### config.mk
export PLATFORM = sky130hd
export DESIGN_NAME = serial_char_rx_flat
export DESIGN_NICKNAME = d
export VERILOG_FILES = /design/src/rtl/serial_char_rx_if.sv /design/src/rtl/serial_char_rx.sv /design/src/flat_wrapper.sv
export SDC_FILE = /design/constraint.sdc
export NUM_CORES = 1
export LEC_CHECK = 0
export CORE_AREA = 2 2 52 54
export DETAILED_ROUTE_END_ITERATION = 8
export DIE_AREA = 0 0 54 56
export PLACE_DENSITY_LB_ADDON = 0.15
export SYNTH_ARGS = -nofsm -noshare
export SYNTH_HDL_FRONTEND = slang
export SYNTH_SLANG_ARGS = --single-unit
### constraint.sdc
create_clock -name clk -period 4.2 [get_ports clk]
set_input_delay 0.63 -clock clk [delete_from_list [all_inputs] [get_ports clk]]
set_output_delay 0.63 -clock clk [all_outputs]
set_load 0.03 [all_outputs]
### src/rtl/serial_char_rx_if.sv
// Bundle between the serial character receiver (slave) and its environment (master).
// Macro RX_PARITY_EN adds the parity_err strobe for 8E1 framing.
interface serial_char_rx_if;
  logic       rxd;
  logic [7:0] char_out;
  logic       char_valid;
  logic       frame_err;
  logic       busy;
  logic [2:0] state_dbg;
`ifdef RX_PARITY_EN
  logic       parity_err;
`endif

  // rxd is a raw asynchronous line; the outputs are registered strobes/levels
  // with no backpressure, so there is no valid/ready handshake on this bus.
  modport master (
    output rxd,
    input  char_out, char_valid, frame_err, busy, state_dbg
`ifdef RX_PARITY_EN
    , input parity_err
`endif
  );

  modport slave (
    input  rxd,
    output char_out, char_valid, frame_err, busy, state_dbg
`ifdef RX_PARITY_EN
    , output parity_err
`endif
  );
endinterface

### src/rtl/serial_char_rx.sv
// 8N1 LSB-first serial character receiver with a mid-bit sampling FSM.
// Define RX_PARITY_EN to receive 8E1 frames and report parity errors on parity_err.
module serial_char_rx #(
  parameter int CLKS_PER_BIT = 4
) (
  input  logic            clk,
  input  logic            reset,
  serial_char_rx_if.slave rx_if
);
  localparam int HALF_BIT = CLKS_PER_BIT / 2;
  localparam int CW       = $clog2(CLKS_PER_BIT);
  localparam logic [CW-1:0] CNT_HALF = CW'(HALF_BIT - 1);
  localparam logic [CW-1:0] CNT_FULL = CW'(CLKS_PER_BIT - 1);

  typedef enum logic [2:0] {
    IDLE   = 3'd0,
    START  = 3'd1,
    DATA   = 3'd2,
    STOP   = 3'd3,
`ifdef RX_PARITY_EN
    PARITY = 3'd5,
`endif
    BREAK  = 3'd4
  } state_t;

  state_t          state_q, state_d;
  logic [1:0]      sync_q;
  logic [CW-1:0]   cnt_q, cnt_d;
  logic [2:0]      idx_q, idx_d;
  logic [7:0]      shreg_q, shreg_d;
  logic [7:0]      char_q, char_d;
  logic            valid_q, valid_d;
  logic            ferr_q, ferr_d;
  logic            busy_q;
  logic            rxd_s;
`ifdef RX_PARITY_EN
  logic            par_q, par_d;
  logic            perr_q, perr_d;
`endif

  assign rxd_s = sync_q[1];

  always_comb begin
    state_d = state_q;
    cnt_d   = cnt_q;
    idx_d   = idx_q;
    shreg_d = shreg_q;
    char_d  = char_q;
    valid_d = 1'b0;
    ferr_d  = 1'b0;
`ifdef RX_PARITY_EN
    par_d   = par_q;
    perr_d  = 1'b0;
`endif
    case (state_q)
      IDLE: begin
        if (!rxd_s) begin
          state_d = START;
          cnt_d   = '0;
        end
      end
      START: begin
        // A start bit that is no longer low at its midpoint is treated as a glitch.
        if (cnt_q == CNT_HALF) begin
          cnt_d = '0;
          idx_d = '0;
          state_d = rxd_s ? IDLE : DATA;
        end else begin
          cnt_d = cnt_q + CW'(1);
        end
      end
      DATA: begin
        if (cnt_q == CNT_FULL) begin
          shreg_d[idx_q] = rxd_s;
          cnt_d          = '0;
          idx_d          = idx_q + 3'd1;
          if (idx_q == 3'd7) begin
`ifdef RX_PARITY_EN
            state_d = PARITY;
`else
            state_d = STOP;
`endif
          end
        end else begin
          cnt_d = cnt_q + CW'(1);
        end
      end
`ifdef RX_PARITY_EN
      PARITY: begin
        if (cnt_q == CNT_FULL) begin
          par_d   = rxd_s;
          cnt_d   = '0;
          state_d = STOP;
        end else begin
          cnt_d = cnt_q + CW'(1);
        end
      end
`endif
      STOP: begin
        if (cnt_q == CNT_FULL) begin
          cnt_d = '0;
          if (!rxd_s) begin
            ferr_d  = 1'b1;
            state_d = BREAK;
          end else begin
            state_d = IDLE;
`ifdef RX_PARITY_EN
            if ((^shreg_q) ^ par_q) begin
              perr_d = 1'b1;
            end else begin
              valid_d = 1'b1;
              char_d  = shreg_q;
            end
`else
            valid_d = 1'b1;
            char_d  = shreg_q;
`endif
          end
        end else begin
          cnt_d = cnt_q + CW'(1);
        end
      end
      BREAK: begin
        if (rxd_s) state_d = IDLE;
      end
      default: state_d = IDLE;
    endcase
  end

  always_ff @(posedge clk or negedge reset) begin
    if (!reset) begin
      sync_q  <= 2'b11;
      state_q <= IDLE;
      cnt_q   <= '0;
      idx_q   <= '0;
      shreg_q <= '0;
      char_q  <= '0;
      valid_q <= 1'b0;
      ferr_q  <= 1'b0;
      busy_q  <= 1'b0;
`ifdef RX_PARITY_EN
      par_q   <= 1'b0;
      perr_q  <= 1'b0;
`endif
    end else begin
      sync_q  <= {sync_q[0], rx_if.rxd};
      state_q <= state_d;
      cnt_q   <= cnt_d;
      idx_q   <= idx_d;
      shreg_q <= shreg_d;
      char_q  <= char_d;
      valid_q <= valid_d;
      ferr_q  <= ferr_d;
      busy_q  <= (state_d != IDLE);
`ifdef RX_PARITY_EN
      par_q   <= par_d;
      perr_q  <= perr_d;
`endif
    end
  end

  assign rx_if.char_out   = char_q;
  assign rx_if.char_valid = valid_q;
  assign rx_if.frame_err  = ferr_q;
  assign rx_if.busy       = busy_q;
  assign rx_if.state_dbg  = state_q;
`ifdef RX_PARITY_EN
  assign rx_if.parity_err = perr_q;
`endif
endmodule

### src/flat_wrapper.sv
// flat-port wrapper written by rule: the top's interface ports become plain ports
module serial_char_rx_flat 
#(
  parameter int CLKS_PER_BIT = 4
)
  (clk, reset, rx_if_rxd, rx_if_char_out, rx_if_char_valid, rx_if_frame_err, rx_if_busy, rx_if_state_dbg);
  serial_char_rx_if rx_if_i ();
  input  logic clk;
  input  logic reset;
  input wire logic [$bits(rx_if_i.rxd)-1:0] rx_if_rxd;
  output wire logic [$bits(rx_if_i.char_out)-1:0] rx_if_char_out;
  output wire logic [$bits(rx_if_i.char_valid)-1:0] rx_if_char_valid;
  output wire logic [$bits(rx_if_i.frame_err)-1:0] rx_if_frame_err;
  output wire logic [$bits(rx_if_i.busy)-1:0] rx_if_busy;
  output wire logic [$bits(rx_if_i.state_dbg)-1:0] rx_if_state_dbg;
  assign rx_if_i.rxd = rx_if_rxd;
  assign rx_if_char_out = rx_if_i.char_out;
  assign rx_if_char_valid = rx_if_i.char_valid;
  assign rx_if_frame_err = rx_if_i.frame_err;
  assign rx_if_busy = rx_if_i.busy;
  assign rx_if_state_dbg = rx_if_i.state_dbg;
  serial_char_rx #(.CLKS_PER_BIT(CLKS_PER_BIT)) u_core (.clk(clk), .reset(reset), .rx_if(rx_if_i));
endmodule
## Word level (Yosys, flattened, before mapping)

Cells that the tools add are included.

| cells by class | value |
|---|---|
| $add $sub $neg | 2 |
| order comparisons | 2 |
| equality and inequality tests | 10 |
| muxes and demuxes | 25 |
| reduce and logical (&&, ||, !) cells | 10 |

Operators with widths:

| cell | count |
|---|---|
| 3-bit two-way mux | 9 |
| 3-bit case mux with 5 select lines | 1 |
| 8-bit bitwise mux | 1 |
| 2-bit two-way mux | 4 |
| 1-bit two-way mux | 7 |
| 3-bit by 2-bit == test with 1-bit output, second input constant | 2 |
| 3-bit == test, second input constant | 2 |
| 2-bit case mux with 3 select lines | 1 |
| 3-bit case mux with 2 select lines | 1 |
| 3-bit AND reduction | 2 |
| 3-bit nonzero test | 2 |
| 3-bit by 4-bit < comparator with 1-bit output, second input constant | 1 |
| 2-bit by 1-bit inequality test with 1-bit output, second input constant | 2 |
| 2-bit AND reduction | 2 |
| 3-bit by 1-bit adder with 3-bit output, second input constant | 1 |
| 1-bit demux with 3-bit select | 1 |
| 3-bit by 1-bit == test with 1-bit output, second input constant | 1 |
| 3-bit by 1-bit greater-or-equal comparator with 1-bit output, second input constant | 1 |
| 3-bit zero test | 1 |
| 2-bit by 1-bit adder with 2-bit output, second input constant | 1 |
| 2-bit by 1-bit == test with 1-bit output, second input constant | 1 |
| 2-bit == test, second input constant | 1 |
| 2-bit inequality test, second input constant | 1 |
| 2-bit nonzero test | 1 |
| other kinds (2) | 2 |

| storage, ports and cells | value |
|---|---|
| flip-flop bits (word level) | 29 |
| bits of input ports | 3 |
| output and inout port bits | 14 |
| word-level logic and storage cells | 58 |

## Longest topological paths before layout

Gate-level depths: netlist of the first run.

| depth | value |
|---|---|
| depth after elaboration | 5 |
| mapped depth | 5 |
| mapped depth without buffers | 5 |

## Worst setup path before layout of the first run

OpenSTA, ideal clock, no wires.

| timing path | value |
|---|---|
| path type | register -> register |
| start point | reg u_core.state_q[2], in the netlist u_core.rx_if.state_dbg[2] |
| end point | reg u_core.shreg_q[4] |
| arrival time | 1.629 ns |
| data required time | 4.073 ns |
| slack | 2.443 ns |
| cell stages (with the launch flop) | 6 |
| buffers on the path | 2 |
| period minus slack after synthesis | 1.757 ns |
| cell sequence | dfrtp_1 buf_4 nor4bb_4 buf_6 and4bb_2 mux2_1 |

| between the ends | value |
|---|---|
| longest elaborated chain between the ends | 2 |

RTL lines:

| item | line | source |
|---|---|---|
| from (decl) | serial_char_rx.sv:26 | `state_t state_q, state_d;` |
| from (signal assigned) | serial_char_rx.sv:147 | `state_q <= state_d;` |
| 3-bit by 2-bit == test with 1-bit output | serial_char_rx.sv:55 | `case (state_q)` |
| 2-bit AND reduction (no source line) | -- |  |
| to (signal assigned) | serial_char_rx.sv:150 | `shreg_q <= shreg_d;` |
| to (decl) | serial_char_rx.sv:30 | `logic [7:0] shreg_q, shreg_d;` |

No other way between the ends.
A chain may end at the register's enable or synchronous reset.

## Final worst setup path of the first run

| timing path | value |
|---|---|
| start point | reg u_core.state_q[0], in the netlist u_core.rx_if.state_dbg[0] |
| end point | out rx_if_state_dbg[0] |

RTL lines:

| item | line | source |
|---|---|---|
| to (decl) | flat_wrapper.sv:15 | `output wire logic [$bits(rx_if_i.state_dbg)-1:0] rx_if_state_dbg;` |

No word-level cell between the ends.

==> results.tsv, run 1 <==
stage	metric	value	unit
global_routing	largest net degree at the start of global routing	23	
clocking	CTS tree	yes	
floorplanning	IO Pins	17	
power_and_ir_drop	Worst IR Drop VDD	0.000523	V
detailed_routing	vias	835	
critical_path	CP Capture Type	output pin	
critical_path	Worst EP arrival	1.66	ns
timing	RSZ-0062 raised after global routing	no	
critical_path	CP cell instances	clkdlybuf4s50_1	
synthesis	post-synthesis sequential area ratio	54.4	%
critical_path	Buf/Inv on CP	1	
timing	Slew HR	35.8	%
placed_design	I/O Buffers	16	
timing	# setup viols final	0	
critical_path	CP Max Fanout	14	
clocking	CTS Buf Count	5	
critical_path	crit path from	u_core.rx_if.state_dbg[0]	
clocking	Clock Latency Late Sink	0.31	ns
placed_design	Post-Place Cells	143	
floorplanning	core area	2430	µm²
power_and_ir_drop	Pint	533	µW
timing	setup TNS	0	ns
timing	Final min period	2.29	ns
placed_design	Placer Congestion	0.804	
global_routing	Tot GR Track Use	16.1	%
synthesis	Netlist cell types	33	
synthesis	Synth async-reset ratio	100	%
detailed_routing	vias per cell	5.53	
critical_path	CP top delay family	buffers and inverters	
clocking	cts repair resizes	0	
global_routing	total grt overflow	0	
synthesis	#FFs+latches synth	29	
placed_design	detailed placement HPWL	1.38	mm
timing	Slew Viols, Final	0	
clocking	# hold bufs at CTS	0	
global_routing	first-pass GRT wire length	3.53	mm
power_and_ir_drop	sw frac	35.5	%
timing	final hold violation count	0	
layout	most common cell after layout, fill and taps aside	dfrtp_1	
floorplanning	total die area	3020	µm²
layout	antenna fix cells	0	
critical_path	CP max stage cell	clkdlybuf4s50_1	
synthesis	Ys Warns	0	
timing	actual slew at the worst max-slew pin	0.960	ns
floorplanning	Die Y-Extent	56	µm
timing	f_max	437	MHz
clocking	clk buf depth	2	
power_and_ir_drop	sw power	293	µW
power_and_ir_drop	Flop pwr share	49.3	%
detailed_routing	Remaining DRCs	0	
critical_path	CP max stage delay	0.75	ns
power_and_ir_drop	Total Power	825	µW
power_and_ir_drop	clock share of power	18.0	%
clocking	TritonCTS Sinks	29	
global_routing	vias in the first global route	789	
layout	Storage cell area	728	µm²
synthesis	syn avg cell area	13.2	µm²
timing	Max Clock Skew	0.00895	ns
critical_path	Reg-to-Reg Start	u_core.cnt_q[0]	
power_and_ir_drop	Logic pwr share	32.6	%
critical_path	reg-to-reg setup timing slack	2.19	ns
detailed_routing	Total Wirelength	2.06	mm
detailed_routing	Post-DRT Antenna Nets	0	
synthesis	Post-Syn Nets	109	
synthesis	Synth Flop Type	dfrtp_1	
power_and_ir_drop	PwrDens	529	nW/µm²
detailed_routing	router iterations before antenna repair	4	
layout	final non-filler cell total	151	
critical_path	Startpoint Class	flop	
job	MaxCap Viol Count	0	
detailed_routing	Starting DRT DRC Count	18	
floorplanning	Site Rows	18	
clocking	CTS HTree Levels	2	
run_status	status	completed	
synthesis	synth top area cells	dfrtp_1 (51%), mux2_2 (12%), ha_1 (4.7%), dfstp_2 (3.9%), mux2_1 (2.5%)	
detailed_routing	DR WL/cell	13.6	µm
clocking	setup bufs post-CTS	0	
layout	area of the multi-input gates	554	µm²
clocking	CTS clk-pin slew, worst paths	0.08	ns
power_and_ir_drop	leakage power	0.000734	µW
critical_path	Crit path required time	3.57	ns
clocking	Root Driver	clkbuf_4	
layout	Syn-to-layout area delta	16.7	%
synthesis	Synth top area share	50.5	%
min_path	HP Start	u_core.sync_q[0]	
floorplanning	Die Wd	54	µm
floorplanning	Initial Utilization	55.0	%
layout	NumNets Final	128	
synthesis	post-synth top area cell	dfrtp_1	
layout	share of layout cells above drive strength 1	25.6	%
synthesis	Post-Syn Instances	101	
critical_path	critical setup path kind	flop to output pin	
layout	Filler Cells Inserted	194	
timing	Final Cycle Share	54.5	%
synthesis	post-synthesis instance area	1340	µm²
global_routing	antenna violations before repair	0	
synthesis	Post-synth EDFFs	0	
layout	highest-count cells in the layout ignoring fill and taps	dfrtp_1 (27), clkdlybuf4s50_1 (16), mux2_2 (14)	
min_path	worst hold path type	flop to flop	
[cells by family after synthesis]
| group | count (synthesis) | share of synthesized area [%] |
|---|---|---|
| buf+inv | 11 | 4.12 |
| fa+ha+maj | 5 | 4.68 |
| simple gates | 23 | 14.1 |
| flops | 29 | 54.4 |
| compound gates | 15 | 7.58 |
| mux | 18 | 15.1 |
[stage by stage]
step | setup WS [ns] | area (µm²) | hold WS [ns] | utilization [%]
6_report | 1.91 | 1560 | 0.361 | 64.1
5_1_grt | 1.83 | 1560 | 0.368 | 64.1
4_1_cts | 1.89 | 1560 | 0.363 | 64.1
3_5_place_dp | 2.21 | 1510 | 0.347 | 62.1
3_3_place_gp | 2.24 | 1510 | 0.348 | 62.1
2_1_floorplan | 2.44 | 1340 | 0.334 | -
[path summary, 6_finish.rpt]
| kind | to | depth (start not counted) |
|---|---|---|
| setup / recovery | rx_if_state_dbg[0] | 1 |
| hold / removal | u_core.sync_q[1] | 0 |
| setup reg to reg | u_core.shreg_q[4] | 4 |
| hold reg to reg | u_core.sync_q[1] | 0 |
| max in group asynchronous | u_core.rx_if.char_out[3] | 2 |
| min in group asynchronous | u_core.idx_q[1] | 1 |
[registers in the layout (all words and copies together) (netlist names)]
register                 cells
u_core.rx_if.char_valid      1
u_core.rx_if.busy            1
u_core.rx_if.frame_err       1
u_core.shreg_q               8
u_core.cnt_q                 2
u_core.rx_if.char_out        8
u_core.rx_if.state_dbg       3
u_core.sync_q                2
u_core.idx_q                 3
[worst register-to-register path: stages (launching register included)]
cell      delay, ns
dfrtp_1        0.42
ha_1           0.29
nor4bb_4       0.58
and4bb_2       0.31
mux2_1         0.32
[per-layer routing]
metal  global-route usage (%)  vias to the layer above  part of all wire [%]
met1                     23.5                      403                    51
met3                     4.84                        4                   4.1
met5                        0                        -                     0
li1                         -                      406                     -
met4                     7.50                        0                   1.5
met2                     21.8                       22                    44
[synthesized netlist by cell type (2+ instances only)]
cell type	n
nand4b_1	3
nor3b_1	2
a31oi_1	2
a21oi_1	2
a22o_2	2
o21ai_0	4
dfrtp_1	27
inv_1	6
nor2b_1	2
and4bb_2	2
nand3b_1	3
ha_1	5
dfstp_2	2
mux2_1	3
mux2_2	14
buf_2	2
nor2_1	4
[power groups by stage]
stage / sequential (µW) / clock, µW / combinational, µW
3_5_place_dp: 413 / 0 / 268
3_3_place_gp: 408 / 0 / 264
6_report: 407 / 149 / 269
2_1_floorplan: 420 / 0 / 181
4_1_cts: 408 / 160 / 271
5_1_grt: 419 / 170 / 298
[layout make-up]
cell class                 count  area share, %
clock buffer                   7           2.89
clock inverter                 1          0.321
inverter                       6           1.44
multi-input combinational     61           35.5
sequential                    29           46.7
tap                           30           2.41
timing repair buffer          17           10.7
Power figures use the tool's default switching activity.
==> run 2: changes to the inputs <==
- CORE_AREA: 2 2 52 54 -> 2 2 56 58
- DIE_AREA: 0 0 54 56 -> 0 0 58 60
- clock period: 4.2 -> 1.95 ns (I/O delays scaled with it)
==> run 2 against run 1 <==
Effect of this change: non-clock buffer count is 5 higher; combinational power grew to 2.6 times the previous value; worst setup slack worse by 1.7 ns; clock skew fell by 0.0026 ns; final area increased by 2.7%; utilization decreased by 8.9 points; critical path type is now flop to flop; hold slack lost 0.018 ns; highest routed layer unchanged; sequential power up 100%.
==> results.tsv, run 2 (synthesized netlist as in run 1, its figures left out) <==
stage	metric	value	unit	change
global_routing	antenna violations before repair	0		unchanged
power_and_ir_drop	leakage power	0.000764	µW	+4.1%
layout	share of layout cells above drive strength 1	27.8	%	+2.2 points
floorplanning	Die Wd	58	µm	+7.4%
placed_design	I/O Buffers	16		unchanged
timing	Max Clock Skew	0.00632	ns	-0.00263 ns
floorplanning	Site Rows	20		+2
critical_path	CP Capture Type	flop		
timing	Slew Viols, Final	0		unchanged
detailed_routing	Total Wirelength	2.22	mm	+7.8%
detailed_routing	router iterations before antenna repair	4		unchanged
critical_path	R2R Path End	u_core.rx_if.char_out[1]		
clocking	setup bufs post-CTS	0		unchanged
job	MaxCap Viol Count	0		unchanged
critical_path	CP cell instances	ha_1 -> buf_4 -> and4b_2 -> nand2_2 -> mux2_2		
global_routing	first-pass GRT wire length	3.79	mm	+7.2%
floorplanning	IO Pins	17		unchanged
critical_path	reg-to-reg setup timing slack	0.19	ns	-2.00 ns
critical_path	Reg-to-Reg Start	u_core.cnt_q[0]		
timing	f_max	568	MHz	
clocking	clk buf depth	2		unchanged
timing	Slew HR	71.7	%	+36 points
clocking	TritonCTS Sinks	29		unchanged
clocking	CTS tree	yes		
clocking	CTS clk-pin slew, worst paths	0.09	ns	about the same
clocking	CTS Buf Count	5		unchanged
critical_path	Worst EP arrival	1.97	ns	+0.31 ns
clocking	Clock Latency Late Sink	0.32	ns	about the same
critical_path	CP max stage cell	dfrtp_1		
placed_design	Placer Congestion	0.727		-9.6%
global_routing	Tot GR Track Use	15.4	%	-0.74 points
power_and_ir_drop	Total Power	1850	µW	+120%
clocking	# hold bufs at CTS	0		unchanged
floorplanning	Die Y-Extent	60	µm	+7.1%
clocking	cts repair resizes	0		unchanged
detailed_routing	DR WL/cell	13.9	µm	+2.4%
timing	Final Cycle Share	90.3	%	
power_and_ir_drop	Worst IR Drop VDD	0.000764	V	+46%
detailed_routing	Post-DRT Antenna Nets	0		unchanged
power_and_ir_drop	PwrDens	1150	nW/µm²	+120%
min_path	worst hold path type	input port to asynchronous set/reset pin		
layout	most common cell after layout, fill and taps aside	dfrtp_1		
layout	NumNets Final	133		+3.9%
layout	highest-count cells in the layout ignoring fill and taps	dfrtp_1 (27), clkdlybuf4s50_1 (15), mux2_2 (14)		
placed_design	detailed placement HPWL	1.52	mm	+9.7%
detailed_routing	vias per cell	5.37		-2.9%
floorplanning	Initial Utilization	46.1	%	-8.9 points
layout	Syn-to-layout area delta	19.8	%	
timing	Final min period	1.76	ns	
timing	actual slew at the worst max-slew pin	0.423	ns	-0.537 ns
clocking	CTS HTree Levels	2		unchanged
global_routing	total grt overflow	0		unchanged
floorplanning	total die area	3480	µm²	+15%
global_routing	vias in the first global route	831		+5.3%
floorplanning	core area	2900	µm²	+19%
critical_path	Reg2Reg Depth	5		+1
detailed_routing	Remaining DRCs	0		unchanged
timing	RSZ-0062 raised after global routing	no		
critical_path	Startpoint Class	flop		
timing	# setup viols final	0		unchanged
timing	setup TNS	0	ns	unchanged
detailed_routing	Starting DRT DRC Count	10		-8
detailed_routing	vias	854		+2.3%
critical_path	CP max stage delay	0.43	ns	-0.32 ns
clocking	Root Driver	clkbuf_4		
critical_path	CP Max Fanout	9		-5
critical_path	Crit path required time	2.16	ns	-1.41 ns
run_status	status	completed		
timing	final hold violation count	0		unchanged
critical_path	critical setup path kind	flop to flop		
layout	antenna fix cells	0		unchanged
global_routing	largest net degree at the start of global routing	30		+30%
run 2: cell types whose count changed in the layout (fill, tap and decap cells not counted), sizes merged:
cell / before / now
dlymetal6s2s: 0 / 1
clkbuf: 7 / 8
buf: 1 / 6
clkdlybuf4s50: 16 / 15
clkinv: 1 / 0
run 2: routing by layer:
layer | share of wire [%] | GRT usage, % | routed length [µm]
met1 | 45 | 18.5 | 999
met2 | 48 | 23.1 | 1060
met3 | 4.9 | 6.71 | 109
met4 | 2.0 | 8.97 | 45
met5 | 0 | 0 | 0
run 2: per-stage QoR:
| stage | cells | hold slack, ns | area [µm²] | utilization (%) | setup slack [ns] |
|---|---|---|---|---|---|
| final | 159 | 0.344 | 1600 | 55.2 | 0.188 |
| after global routing | 159 | 0.342 | 1600 | 55.2 | 0.0594 |
| after CTS | 159 | 0.340 | 1600 | 55.1 | 0.0166 |
| after detailed placement | 151 | 0.352 | 1550 | 53.4 | 0.139 |
| after global placement | 151 | 0.347 | 1550 | 53.4 | 0.182 |
| after floorplan | 101 | -0.00309 | 1340 | - | 0.193 |
run 2: how the worst max path moves through the flow:
| stage | from | end | slack (ns) | cells past startpoint |
|---|---|---|---|---|
| 6_report | u_core.cnt_q[0] | u_core.rx_if.char_out[1] | 0.19 | 5 |
| 5_1_grt | u_core.cnt_q[1] | u_core.shreg_q[4] | 0.06 | 4 |
| 4_1_cts | u_core.rx_if.state_dbg[0] | rx_if_state_dbg[0] | 0.02 | 2 |
| 3_5_place_dp | u_core.cnt_q[0] | u_core.shreg_q[1] | 0.14 | 4 |
| 3_3_place_gp | u_core.cnt_q[1] | u_core.shreg_q[1] | 0.18 | 4 |
| 2_1_floorplan | u_core.rx_if.state_dbg[2] | u_core.shreg_q[4] | 0.19 | 5 |
run 2: final cells by class:
cell class | instances | area [µm²]
multi-input cells | 61 | 554
flip-flops and latches | 29 | 728
repair buffers | 22 | 208
well taps | 33 | 41.3
fillers | 244 | 1300
inverters | 6 | 22.5
clock buffers | 8 | 48.8
run 2: worst max-delay path: cells and delay by family (launching register included):
| family | cells | cell delay (ns) |
|---|---|---|
| flops | 1 | 0.43 |
| fa+ha+maj | 1 | 0.24 |
| buf+inv | 1 | 0.15 |
| simple gates | 2 | 0.45 |
| mux | 1 | 0.37 |
run 2: report_power, final:
part	internal [µW]	switching [µW]	leakage (µW)	total, µW
combinational	332	356	0.000356	688
clock	143	197	0.0000265	341
sequential	713	110	0.000382	823
==> variant 1: new RTL, config.mk and constraints of run 2 <==
`shreg_q` no longer has a reset.
--- a/src/rtl/serial_char_rx.sv
+++ b/src/rtl/serial_char_rx.sv
@@ -133,7 +133,6 @@
       state_q <= IDLE;
       cnt_q   <= '0;
       idx_q   <= '0;
-      shreg_q <= '0;
       char_q  <= '0;
       valid_q <= 1'b0;
       ferr_q  <= 1'b0;
@@ -147,7 +146,6 @@
       state_q <= state_d;
       cnt_q   <= cnt_d;
       idx_q   <= idx_d;
-      shreg_q <= shreg_d;
       char_q  <= char_d;
       valid_q <= valid_d;
       ferr_q  <= ferr_d;
@@ -157,6 +155,10 @@
       perr_q  <= perr_d;
 `endif
     end
+  end
+
+  always_ff @(posedge clk) begin
+    shreg_q <= shreg_d;
   end
 
   assign rx_if.char_out   = char_q;
Check against the original RTL: same outputs for any inputs over 10 cycles, from zero or initial values and one cycle with reset low; that may be too few to reach the edited logic, so the function may still have changed.
==> variant 1 against run 2 <==
- count of clock-buffer cells in the layout decreased by 3
- synthesized area down 2.2%
- clock skew about the same
- sequential power grew 15%
- worst setup slack lost 0.11 ns
- design area decreased by 2.2%
- routed wire length is 4.6% lower
- non-clock buffer count shrank 1
- combinational power rose by 45%
- sequential cell count unchanged
- die area unchanged
- critical path depth decreased by 4
- total power grew 23%
- critical endpoint is now rx_if_state_dbg[1]
- largest cell class unchanged
- largest power group is now combinational cells
==> variant 1: results (changes against run 2) <==
INFO  metric worst_slew_pin_tran = 0.3493 ns (was 0.4232 ns)
INFO  metric synth_mux_area_share = 8.509% (was 15.06%)
INFO  metric globalRouteTotalUtil = 15.35% (was 15.40%)
INFO  metric worstPathMaxFanout = 10 (was 9)
INFO  metric synth.net_count = 112 (was 109)
INFO  metric vias_per_cell = 5.238 (was 5.371)
INFO  metric synthAdderAreaFrac = 4.780% (was 4.677%)
INFO  metric compound_gate_portion_of_the_synthesized_area = 7.935% (was 7.577%)
INFO  metric swShare = 38.60% (was 35.81%)
INFO  metric synthTopCellsByArea = sky130_fd_sc_hd__dfrtp_1 36%, sky130_fd_sc_hd__edfxtp_1 18%, sky130_fd_sc_hd__mux2_2 7.7%, sky130_fd_sc_hd__ha_1 4.8%, sky130_fd_sc_hd__dfstp_2 4.0% (was sky130_fd_sc_hd__dfrtp_1 51%, sky130_fd_sc_hd__mux2_2 12%, sky130_fd_sc_hd__ha_1 4.7%, sky130_fd_sc_hd__dfstp_2 3.9%, sky130_fd_sc_hd__mux2_1 2.5%)
INFO  metric worstPathArrival = 1.58 ns (was 1.97 ns)
INFO  metric synth_cells = 104 (was 101)
INFO  metric clock_skew = 0.006805 ns (was 0.006324 ns)
INFO  metric synthTopCellsByCount = 19 x sky130_fd_sc_hd__dfrtp_1, 11 x sky130_fd_sc_hd__nor2_1, 9 x sky130_fd_sc_hd__mux2_2 (was 27 x sky130_fd_sc_hd__dfrtp_1, 14 x sky130_fd_sc_hd__mux2_2, 6 x sky130_fd_sc_hd__inv_1)
INFO  metric drive_above_1_share = 21.26% (was 27.78%)
INFO  metric peakVddDrop = 0.0007570 V (was 0.0007642 V)
INFO  metric delay_of_the_slowest_cell_on_the_worst_path = 0.73 ns (was 0.43 ns)
INFO  metric synth_enable_flop_cells = 8 (was 0)
INFO  metric first_global_vias = 816 (was 831)
INFO  metric num-nets-final = 134 (was 133)
INFO  metric hpwlAfterDp = 1468 µm (was 1516 µm)
INFO  metric place.detailed.instances = 152 (was 151)
INFO  metric outcome = complete, no violations (unchanged)
INFO  metric worst_path_max_delay_cell = sky130_fd_sc_hd__clkdlybuf4s50_1 (was sky130_fd_sc_hd__dfrtp_1)
INFO  metric postRouteWirelength = 2115 µm (was 2217 µm)
INFO  metric dr.first_iter.drc_count = 20 (was 10)
[variant 1: cell count changes after synthesis, moves of 3 or more]
cell / before / now
sky130_fd_sc_hd__dfrtp_1: 27 / 19
sky130_fd_sc_hd__edfxtp_1: 0 / 8
sky130_fd_sc_hd__mux2_1: 3 / 0
sky130_fd_sc_hd__mux2_2: 14 / 9
sky130_fd_sc_hd__nand2_1: 0 / 6
sky130_fd_sc_hd__nand4b_1: 3 / 0
sky130_fd_sc_hd__nor2_1: 4 / 11
[variant 1: cell type report]
class	count	share of cell area [%]
Inverter	4	0.9577
Sequential cell	29	49.00
Timing Repair Buffer	21	12.93
Clock inverter	3	0.7981
Multi-Input combinational cell	65	31.28
Clock buffer	5	2.394
Tap cell	33	2.634
[variant 1: routing by layer]
metal	share of wire, %	vias to the layer above	global-route usage [%]	wire length, µm
li1	-	407	-	-
met3	4.9	7	6.494	104
met1	44	408	17.20	921
met5	0	-	0	0
met2	49	16	25.00	1035
met4	2.5	0	7.973	53
[variant 1: cell families (layout without fill, tap and decap cells)]
family	after synthesis	in the layout
and+or+nand+nor	35	35
DFF	29	29
AOI/OAI and AO/OA	15	15
muxes	10	10
buffers and inverters	10	33
adders and majority gates	5	5
[variant 1: worst paths after layout]
check,endpoint,slack [ns],startpoint
worst max register to register,u_core.shreg_q[1]$_DFFE_PP_,0.41,u_core.rx_if.state_dbg[0]$_DFF_PN0_
min in group clk,u_core.sync_q[1]$_DFF_PN1_,0.36,u_core.sync_q[0]$_DFF_PN1_
worst min-delay path,u_core.rx_if.char_out[2]$_DFFE_PN0P_,0.30,reset
max in group asynchronous,u_core.sync_q[1]$_DFF_PN1_,1.36,reset
worst max-delay path,rx_if_state_dbg[1],0.08,u_core.rx_if.state_dbg[1]$_DFF_PN0_
worst min register to register,u_core.sync_q[1]$_DFF_PN1_,0.36,u_core.sync_q[0]$_DFF_PN1_
[variant 1: metrics by stage]
stage | hold slack, ns | instance area [µm²] | util (%) | power (mW)
3_3_place_gp | 0.3462 | 1513 | 52.11 | 1.939
6_report | 0.2970 | 1568 | 54.01 | 2.278
4_1_cts | 0.2967 | 1563 | 53.84 | 2.314
5_1_grt | 0.3011 | 1568 | 54.01 | 2.441
2_1_floorplan | -0.003091 | 1309 | - | 1.618
3_5_place_dp | 0.3497 | 1513 | 52.11 | 1.971
[variant 1: repair_timing]
| item | in CTS | in global routing |
|---|---|---|
| resized for setup | 0 | 2 |
| hold buffers | 0 | 0 |
| endpoints found under the setup margin | 0 | 2 |
[variant 1: power by group through the flow]
stage	combinational [mW]	clock [mW]	sequential, mW
floorplan	0.494	0	1.12
global placement	0.996	0	0.942
detailed placement	1.01	0	0.963
CTS	1.01	0.349	0.952
global route	1.09	0.375	0.980
finish	0.998	0.333	0.948
==> variant 2: new RTL, flow settings as in run 2 <==
Made on the original files. `CLKS_PER_BIT` is set to 4 in 2 places; all go to 2.
--- a/src/rtl/serial_char_rx.sv
+++ b/src/rtl/serial_char_rx.sv
@@ -1,7 +1,7 @@
 // 8N1 LSB-first serial character receiver with a mid-bit sampling FSM.
 // Define RX_PARITY_EN to receive 8E1 frames and report parity errors on parity_err.
 module serial_char_rx #(
-  parameter int CLKS_PER_BIT = 4
+  parameter int CLKS_PER_BIT = 2
 ) (
   input  logic            clk,
   input  logic            reset,
--- a/src/flat_wrapper.sv
+++ b/src/flat_wrapper.sv
@@ -1,7 +1,7 @@
 // flat-port wrapper written by rule: the top's interface ports become plain ports
 module serial_char_rx_flat 
 #(
-  parameter int CLKS_PER_BIT = 4
+  parameter int CLKS_PER_BIT = 2
 )
   (clk, reset, rx_if_rxd, rx_if_char_out, rx_if_char_valid, rx_if_frame_err, rx_if_busy, rx_if_state_dbg);
   serial_char_rx_if rx_if_i ();
Function: changed (Yosys sat finds a counterexample within 10 cycles, from zero or initial values and one cycle with reset low).
==> variant 2 against run 2 <==
- routed wire length fell by 5.4%
- sequential cell count decreased by 1
- global-route usage is 1.9 points lower
- critical endpoint is now rx_if_state_dbg[2]
- via count shrank 7.1%
- worst setup slack worse by 0.10 ns
- synthesized cell count down 3.0%
- total power increased by 13%
- synthesized area down 4.7%
- design area decreased by 7.3%
==> variant 2: results (changes against run 2) <==
INFO  metric synth.net_count = 103 (was 109)
INFO  metric fillCellCount = 261 (was 244)
INFO  metric placed_area = 1458 µm² (was 1551 µm²)
INFO  metric globalRouteTotalUtil = 13.55% (was 15.40%)
INFO  metric met3_usage = 1.948% (was 6.710%)
INFO  metric cts.clk_slew.worst_paths = 0.13 ns (was 0.09 ns)
INFO  metric leakage_power_figure = 0.6548 nW (was 0.7642 nW)
INFO  metric outcome = complete, no violations (unchanged)
INFO  metric m1WireLength = 1055 µm (was 999 µm)
INFO  metric grt_start_max_net_pins = 19 (was 30)
INFO  metric synth.distinct_cells = 37 (was 33)
INFO  metric grtUsageMet2 = 20.78% (was 23.05%)
INFO  metric synthTopCellsByCount = 26 x sky130_fd_sc_hd__dfrtp_1, 14 x sky130_fd_sc_hd__mux2_2, 4 x sky130_fd_sc_hd__nand2_1, 4 x sky130_fd_sc_hd__nor2_1 (was 27 x sky130_fd_sc_hd__dfrtp_1, 14 x sky130_fd_sc_hd__mux2_2, 6 x sky130_fd_sc_hd__inv_1)
INFO  metric reg2reg_depth = 4 (was 5)
INFO  metric first_global_vias = 745 (was 831)
INFO  metric total_number_of_h_tree_levels = 1 (was 2)
INFO  metric synthTopCellsByArea = sky130_fd_sc_hd__dfrtp_1 51%, sky130_fd_sc_hd__mux2_2 12%, sky130_fd_sc_hd__dfstp_2 4.1%, sky130_fd_sc_hd__nand4bb_4 2.2%, sky130_fd_sc_hd__nand4b_1 2.1% (was sky130_fd_sc_hd__dfrtp_1 51%, sky130_fd_sc_hd__mux2_2 12%, sky130_fd_sc_hd__ha_1 4.7%, sky130_fd_sc_hd__dfstp_2 3.9%, sky130_fd_sc_hd__mux2_1 2.5%)
INFO  metric worst_path_max_delay_cell = sky130_fd_sc_hd__clkdlybuf4s50_1 (was sky130_fd_sc_hd__dfrtp_1)
INFO  metric worst_path_dominant_cell_family = buffers and inverters (was simple AND/OR/NAND/NOR gates)
INFO  metric wl_met3 = 37 µm (was 109 µm)
INFO  metric wl_met2 = 982 µm (was 1062 µm)
INFO  metric peakVddDrop = 0.0007758 V (was 0.0007642 V)
INFO  metric grt_first_pass_wirelength = 3512 µm (was 3788 µm)
INFO  metric num-nets-final = 119 (was 133)
INFO  metric worstPathArrival = 1.57 ns (was 1.97 ns)
INFO  metric clock_skew = 0.01361 ns (was 0.006324 ns)
INFO  metric hpwlAfterDp = 1486 µm (was 1516 µm)
INFO  metric post_cts_resize_count = 1 (was 0)
INFO  metric postRouteWirelength = 2097 µm (was 2217 µm)
INFO  metric vias_per_cell = 5.432 (was 5.371)
INFO  metric slew_headroom = 65.19% (was 71.74%)
INFO  metric dr.first_iter.drc_count = 23 (was 10)
INFO  metric area_delta_synth_final = 16.49% (was 19.83%)
## variant 2: area by class of cell
type                    instances  area share [%]
well taps                      33           2.780
inverters                       3          0.7582
flip-flops and latches         28           47.43
clock buffers                   4           1.769
repair buffers                 19           13.14
multi-input cells              59           34.12
## variant 2: cells by family (layout without fill, tap and decap cells)
family / after synthesis / in the layout / share of synthesized area (%)
AO/OA/AOI/OAI: 12 / 12 / 5.986
multiplexers: 16 / 16 / 14.13
XOR/XNOR: 1 / 1 / 0.6871
buffers and inverters: 11 / 26 / 5.103
adder cells (fa/ha/maj): 2 / 2 / 1.962
flip-flops: 28 / 28 / 55.15
AND/OR/NAND/NOR: 28 / 28 / 16.98
## variant 2: worst paths after layout
kind | to | slack (ns) | startpoint
max in group asynchronous | u_core.shreg_q[3]$_DFFE_PN0P_ | 1.17 | reset
min reg2reg | u_core.sync_q[1]$_DFF_PN1_ | 0.37 | u_core.sync_q[0]$_DFF_PN1_
max reg2reg | u_core.rx_if.busy$_DFF_PN0_ | 0.29 | u_core.idx_q[1]$_DFFE_PN0P_
max | rx_if_state_dbg[2] | 0.08 | u_core.rx_if.state_dbg[2]$_DFF_PN0_
min in group clk | u_core.sync_q[1]$_DFF_PN1_ | 0.37 | u_core.sync_q[0]$_DFF_PN1_
min | u_core.cnt_q$_DFFE_PN0P_ | 0.31 | reset
## variant 2: power groups by stage
| stage | registers [mW] | logic [mW] | clock network, mW |
|---|---|---|---|
| 3_3_place_gp | 0.969 | 0.874 | 0 |
| 4_1_cts | 0.968 | 0.890 | 0.249 |
| 5_1_grt | 1.01 | 0.954 | 0.273 |
| 3_5_place_dp | 0.980 | 0.884 | 0 |
| 2_1_floorplan | 1.04 | 0.562 | 0 |
| 6_report | 0.966 | 0.880 | 0.237 |
